[config.mk]
export PLATFORM = sky130hd
export DESIGN_NAME = fetch_exec_unit
export DESIGN_NICKNAME = d
export VERILOG_FILES = /design/src/rtl/fetch_exec_unit.sv
export SDC_FILE = /design/constraint.sdc
export NUM_CORES = 1
export LEC_CHECK = 0
export CAP_MARGIN = 15
export CORE_AREA = 2 2 82 84
export DETAILED_ROUTE_END_ITERATION = 12
export DIE_AREA = 0 0 84 86
export PLACE_DENSITY = 0.88
export SLEW_MARGIN = 15
export SYNTH_ARGS = -nofsm -noshare
export SYNTH_HDL_FRONTEND = slang
export SYNTH_SLANG_ARGS = --single-unit
[constraint.sdc]
create_clock -name clk -period 8.65 [get_ports clk]
set_clock_uncertainty 0.2 [all_clocks]
set_input_delay 2.1625 -clock clk [delete_from_list [all_inputs] [get_ports clk]]
set_output_delay 2.1625 -clock clk [all_outputs]
set_load 0.02 [all_outputs]
[src/rtl/fetch_exec_unit.sv]
// Two-cycle FETCH/EXECUTE core: drives the ROM address, latches the returned
// instruction and executes it against a 4 x REG_W register file with Z/C flags.
module fetch_exec_unit #(
  parameter int unsigned PROG_LEN = 6,
  parameter int unsigned REG_W    = 8
) (
  input  logic             clk,
  input  logic             rst,
  input  logic             run,
  input  logic [7:0]       instr,
  output logic [7:0]       pc,
  input  logic [1:0]       dbg_sel,
  output logic [REG_W-1:0] dbg_data,
  output logic             flag_z,
  output logic             flag_c,
  output logic             retire,
  output logic             halted
);

  typedef enum logic [1:0] {S_FETCH, S_EXEC, S_HALT} state_t;

  localparam logic [3:0] OP_ADD  = 4'b0001;
  localparam logic [3:0] OP_SUB  = 4'b0010;
  localparam logic [3:0] OP_NOT  = 4'b0011;
  localparam logic [3:0] OP_MOV  = 4'b1000;
  localparam logic [3:0] OP_HALT = 4'b1111;
  localparam logic [7:0] LAST_PC = 8'(PROG_LEN - 1);

  state_t           r_state, w_state_nxt;
  logic [7:0]       r_pc, w_pc_nxt;
  logic [7:0]       r_ir, w_ir_nxt;
  logic [REG_W-1:0] r_regs [4];
  logic             r_z, w_z_nxt;
  logic             r_c, w_c_nxt;

  logic [3:0]       w_op;
  logic [1:0]       w_rd, w_rs;
  logic [REG_W-1:0] w_a, w_b, w_res;
  logic [REG_W:0]   w_sum, w_diff;
  logic             w_we;

  assign w_op = r_ir[7:4];
  assign w_rd = r_ir[3:2];
  assign w_rs = r_ir[1:0];

  // Both operands come from the registered file, so rd==rs sees the pre-write value.
  assign w_a    = r_regs[w_rd];
  assign w_b    = r_regs[w_rs];
  assign w_sum  = {1'b0, w_a} + {1'b0, w_b};
  assign w_diff = {1'b0, w_a} - {1'b0, w_b};

  always_comb begin
    w_state_nxt = r_state;
    w_pc_nxt    = r_pc;
    w_ir_nxt    = r_ir;
    w_z_nxt     = r_z;
    w_c_nxt     = r_c;
    w_we        = 1'b0;
    w_res       = '0;
    unique case (r_state)
      S_FETCH: begin
        if (run) begin
          w_ir_nxt    = instr;
          w_state_nxt = S_EXEC;
        end
      end
      S_EXEC: begin
        case (w_op)
          OP_MOV: begin
            w_we  = 1'b1;
            w_res = {{(REG_W-2){1'b0}}, w_rs};
          end
          OP_ADD: begin
            w_we    = 1'b1;
            w_res   = w_sum[REG_W-1:0];
            w_c_nxt = w_sum[REG_W];
          end
          OP_SUB: begin
            w_we    = 1'b1;
            w_res   = w_diff[REG_W-1:0];
            w_c_nxt = w_diff[REG_W];
          end
          OP_NOT: begin
            w_we  = 1'b1;
            w_res = ~w_a;
          end
          default: ;
        endcase
        if (w_we) w_z_nxt = (w_res == '0);
        if (w_op == OP_HALT || r_pc == LAST_PC) begin
          w_state_nxt = S_HALT;
        end else begin
          w_pc_nxt    = r_pc + 8'd1;
          w_state_nxt = S_FETCH;
        end
      end
      S_HALT: ;
      default: w_state_nxt = S_FETCH;
    endcase
  end

  always_ff @(posedge clk) begin
    if (rst) begin
      r_state <= S_FETCH;
      r_pc    <= '0;
      r_ir    <= '0;
      r_z     <= 1'b0;
      r_c     <= 1'b0;
      for (int unsigned i = 0; i < 4; i++) r_regs[i] <= '0;
    end else begin
      r_state <= w_state_nxt;
      r_pc    <= w_pc_nxt;
      r_ir    <= w_ir_nxt;
      r_z     <= w_z_nxt;
      r_c     <= w_c_nxt;
      if (w_we) r_regs[w_rd] <= w_res;
    end
  end

  assign pc       = r_pc;
  assign dbg_data = r_regs[dbg_sel];
  assign flag_z   = r_z;
  assign flag_c   = r_c;
  assign retire   = (r_state == S_EXEC);
  assign halted   = (r_state == S_HALT);

endmodule

* Word-level counts from Yosys, hierarchy flattened
Memory sizes are Yosys's and may differ from the RTL's. A register that Yosys moved wholly into a read port is not among the register bits.
Index checks and enable logic that the tools add are counted.
** Word-level totals
- Flip-flop bits (word level) :: 20
- Latch bits :: 0
- Memory bits (writable) :: 32
- Bits in read-only memories :: 0
- Input port bits :: 13
- Output and inout bits :: 20
- Word-level logic and storage cells :: 54
- Memories kept :: 1
** Operators by class
- Add/subtract/negate cells :: 3
- Multipliers :: 0
- Div/mod/pow operators :: 0
- Magnitude comparators :: 0
- Equality and inequality tests :: 9
- Shifts and indexed selects :: 0
- Mux-type cells :: 22
- Bitwise logic cells :: 3
- Reductions and logical operators :: 11
** Memory list
- r_regs :: depth 4, bits a word 8, read ports 3, clocked after Yosys merged registers in 2, write ports 4, RTL line 32 : logic [REG_W-1:0] r_regs [4];
** Operator list (count)
- 8-bit one-hot mux with 4 select lines :: 1
- 8-bit two-way mux :: 3
- 2-bit two-way mux :: 7
- 2-bit AND reduction :: 5
- 8-bit by 8-bit adder with 9-bit output :: 1
- 1-bit two-way mux :: 9
- 8-bit by 8-bit subtractor with 9-bit output :: 1
- 8-bit by 1-bit adder with 8-bit output (second input constant) :: 1
- 4-bit by 2-bit equality test with 1-bit output (second input constant) :: 2
- 4-bit equality test (second input constant) :: 2
- 8-bit by 3-bit equality test with 1-bit output (second input constant) :: 1
- 8-bit logical NOT :: 1
- 8-bit NOT :: 1
- 8-bit OR reduction :: 1
- 2-bit one-hot mux with 3 select lines :: 1
- 4-bit by 1-bit equality test with 1-bit output (second input constant) :: 1
- 4-bit OR reduction :: 1
- 2-bit by 1-bit equality test with 1-bit output (second input constant) :: 1
- 2-bit equality test (second input constant) :: 1
- 2-bit logical NOT :: 1
- 2-bit != test (second input constant) :: 1
- 1-bit NOT :: 2
- 1-bit one-hot mux with 2 select lines :: 1
- 2-bit nonzero test :: 1
- 1-bit logical OR :: 1

* Longest topological paths before layout
- Word-level depth :: 10
- Gate-level depth with buffers :: 12
- Mapped depth without buffers :: 11

* Worst setup path after synthesis
OpenSTA, ideal clock, no wires.
- Path type :: input-to-output
- Start :: in dbg_sel[0]
- End :: out dbg_data[0]
- Arrival time :: 3.218 ns
- Required time :: 6.287 ns
- Path slack :: 3.070 ns
- Stages :: 2
- Buffers on the path :: 1
- Cells stage by stage :: clkbuf_1 > mux4_2
** On the way
- Word-level cells in the longest chain between the ends :: 1
** RTL lines
- start, declared :: RTL line 12 : input logic [1:0] dbg_sel,
- memory read 4 x 8 bit
- end, declared :: RTL line 13 : output logic [REG_W-1:0] dbg_data,
Every way passes these cells.

* Worst setup path in the final report
- Start :: in dbg_sel[0]
- End :: out dbg_data[2]
Same word-level chain as after synthesis.

==> out/qor.csv <==
metric;value;unit
cts_setup_buffers;0;
period_share;0.754;
peakVddDrop;122;uV
synth.area.top_cells;edfxtp_1 26%, mux4_2 14%, dfxtp_1 13%;
power_frac_seq;0.493;
avgSynthCellArea;10.6;um2
placementRows;29;
yosys_most_used_dff;edfxtp_1;
r2r-end;r_regs[3][6]$_DFFE_PP_;
rsz0062_at_grt;false;
crit_required;6.29;ns
numClockSinks;56;
hold_class;reg2reg;
clkPwrFrac;0.237;
netlist_area;3730;um2
routed_wl;8420;um
p_leak;1.52;nW
ant_nets;0;
antenna_found_initial;0;
grt_pass1_vias;2758;
grt_first_pass_wirelength;13700;um
slowest_delay;0.83;ns
clk_latency;0.31;ns
layout_common_cells;72 x nor2_1, 32 x clkdlybuf4s50_1, 32 x edfxtp_1;
drc_errors;0;
die_y;86;um
cts_root_buf;clkbuf_8;
fin_setup_tns;0;ns
final_util;0.659;
maxSlewViolCount;0;
synthArstFlopShare;0;
synth_area_leader_cell;edfxtp_1;
holdCritStartpoint;flag_c$_SDFFE_PP0P_;
drv_cap;0;
synth_seq_cells;56;
cp-startpoint;dbg_sel[0];
die_area;7220;um2
port_buffers;32;
final_common_cell;nor2_1;
cts_tree;done;
reg2reg_slack;4.83;ns
crit_arrival;4.16;ns
p_int;434;uW
critPathKind;in2out;
coreArea;6280;um2
drt-vias-per-instance;6.46;
switchingPower;192;uW
synth_nets;387;
syn_inst;353;
critPathLaunchType;primary input;
hpwl;6460;um
switching_share;0.307;
grt_usage;0.237;
nNetsFinal;403;
cts_buffers;5;
first_pass_iters;5;
htreeDepth;2;
max_slew_margin;0.429;
finalSetupViolations;0;
drive_gt1_frac;0.122;
post-route-min-period;6.52;ns
grt_max_degree;26;
antenna_cells;0;
pin_count;33;
cp_slowest_cell;clkdlybuf4s50_1;
path_cells;clkdlybuf4s50_1 > mux4_2 > clkdlybuf4s50_1;
synth-edff-count;32;
synth_seq_area_share;0.386;
tightestPinTransition;0.854;ns
num_vias;2888;
fmax;0.153;GHz
path_max_fanout;8;
yosys_warnings;0;
status;complete, no violations;
crit_path_end_kind;primary output;
synth_top_area_frac;0.257;
clk_path_buf_depth;2;
hold_viol_final;0;
cts_resized;0;
wl_per_cell;18.8;um
rr_worst_depth;11;
combinationalPowerShare;0.270;
path_clk_slew;0.10;ns
syn2layout_area_growth;10.9;%
finalWeightedCongestion;0.921;
critical_path.endpoint;dbg_data[2];
power.density;151;nW/um2
ys_types;57;
overflow;0;
die_width;84;um
hold_buffers;0;
start_util;0.595;
crit_path_frequent_cell;clkdlybuf4s50_1;
drtIter0Drc;209;
through the flow:
stage	hold WS, ns	total power [mW]	area [um2]	instances	worst slack [ns]
final	0.335	0.626	4140	447	2.13
after global routing	0.378	0.654	4140	447	2.01
after CTS	0.331	0.626	4140	447	2.10
after detailed placement	0.313	0.481	4050	439	2.11
after global placement	0.313	0.475	4050	439	2.15
after floorplan	0.287	0.436	3730	353	3.07
worst min-delay path by stage:
| stage | to | slack, ns | cells past startpoint |
|---|---|---|---|
| floorplan | register | 0.29 | 2 |
| global placement | flag_c$_SDFFE_PP0P_ | 0.31 | 2 |
| detailed placement | flag_c$_SDFFE_PP0P_ | 0.31 | 2 |
| CTS | flag_c$_SDFFE_PP0P_ | 0.33 | 2 |
| global route | r_ir[0]$_SDFFE_PP0P_ | 0.38 | 2 |
| finish | flag_c$_SDFFE_PP0P_ | 0.34 | 2 |
layer usage:
layer / GRT usage / routed length [um]
met1: 0.322 / 3500
met5: 0 / 0
met3: 0.0269 / 493
met4: 0.0777 / 229
met2: 0.402 / 4190
synthesized netlist by cell type (3+ instances only):
master / instances
a211oi_1: 5
a21o_1: 5
a21oi_1: 12
buf_1: 3
buf_2: 6
clkbuf_1: 13
dfxtp_1: 24
edfxtp_1: 32
ha_1: 19
inv_1: 14
mux2i_1: 11
mux4_2: 24
nand2_1: 14
nand2b_1: 7
nand4_1: 4
nor2_1: 72
nor2b_1: 7
nor3_1: 4
nor3b_1: 3
nor4b_1: 3
o21ai_0: 11
or2_2: 3
xnor2_1: 4
xor2_1: 9
worst max-delay path: cells and delay by family:
family	cells	cell delay, ns
buffers and inverters	2	1.38
muxes	1	0.61
power by group through the flow:
| stage | sequential (mW) | combinational, mW | clock, mW |
|---|---|---|---|
| floorplan | 0.305 | 0.132 | 0 |
| global placement | 0.313 | 0.162 | 0 |
| detailed placement | 0.315 | 0.167 | 0 |
| CTS | 0.308 | 0.167 | 0.150 |
| global route | 0.311 | 0.184 | 0.159 |
| finish | 0.309 | 0.169 | 0.148 |
cell families after synthesis:
group | Yosys count | share of synthesized area
mux | 36 | 0.177
buf+inv | 38 | 0.0442
xor+xnor | 13 | 0.0305
simple gates | 133 | 0.179
flops | 56 | 0.386
compound gates | 56 | 0.109
fa+ha+maj | 21 | 0.0744
registers in the layout, indices dropped and copies added (netlist names), named ones only:
register and count:
r_regs 32, pc 8, r_ir 8, r_state 2, flag_c 1, flag_z 1
final cells by class:
| cell class | count | area (um2) |
|---|---|---|
| repair buffers | 33 | 328 |
| fillers | 449 | 2140 |
| inverters | 14 | 52.6 |
| well taps | 77 | 96.3 |
| multi-input cells | 259 | 2130 |
| flip-flops and latches | 56 | 1440 |
| clock buffers | 7 | 87.6 |
| clock inverters | 1 | 6.26 |
Power figures use the tool's default switching activity.
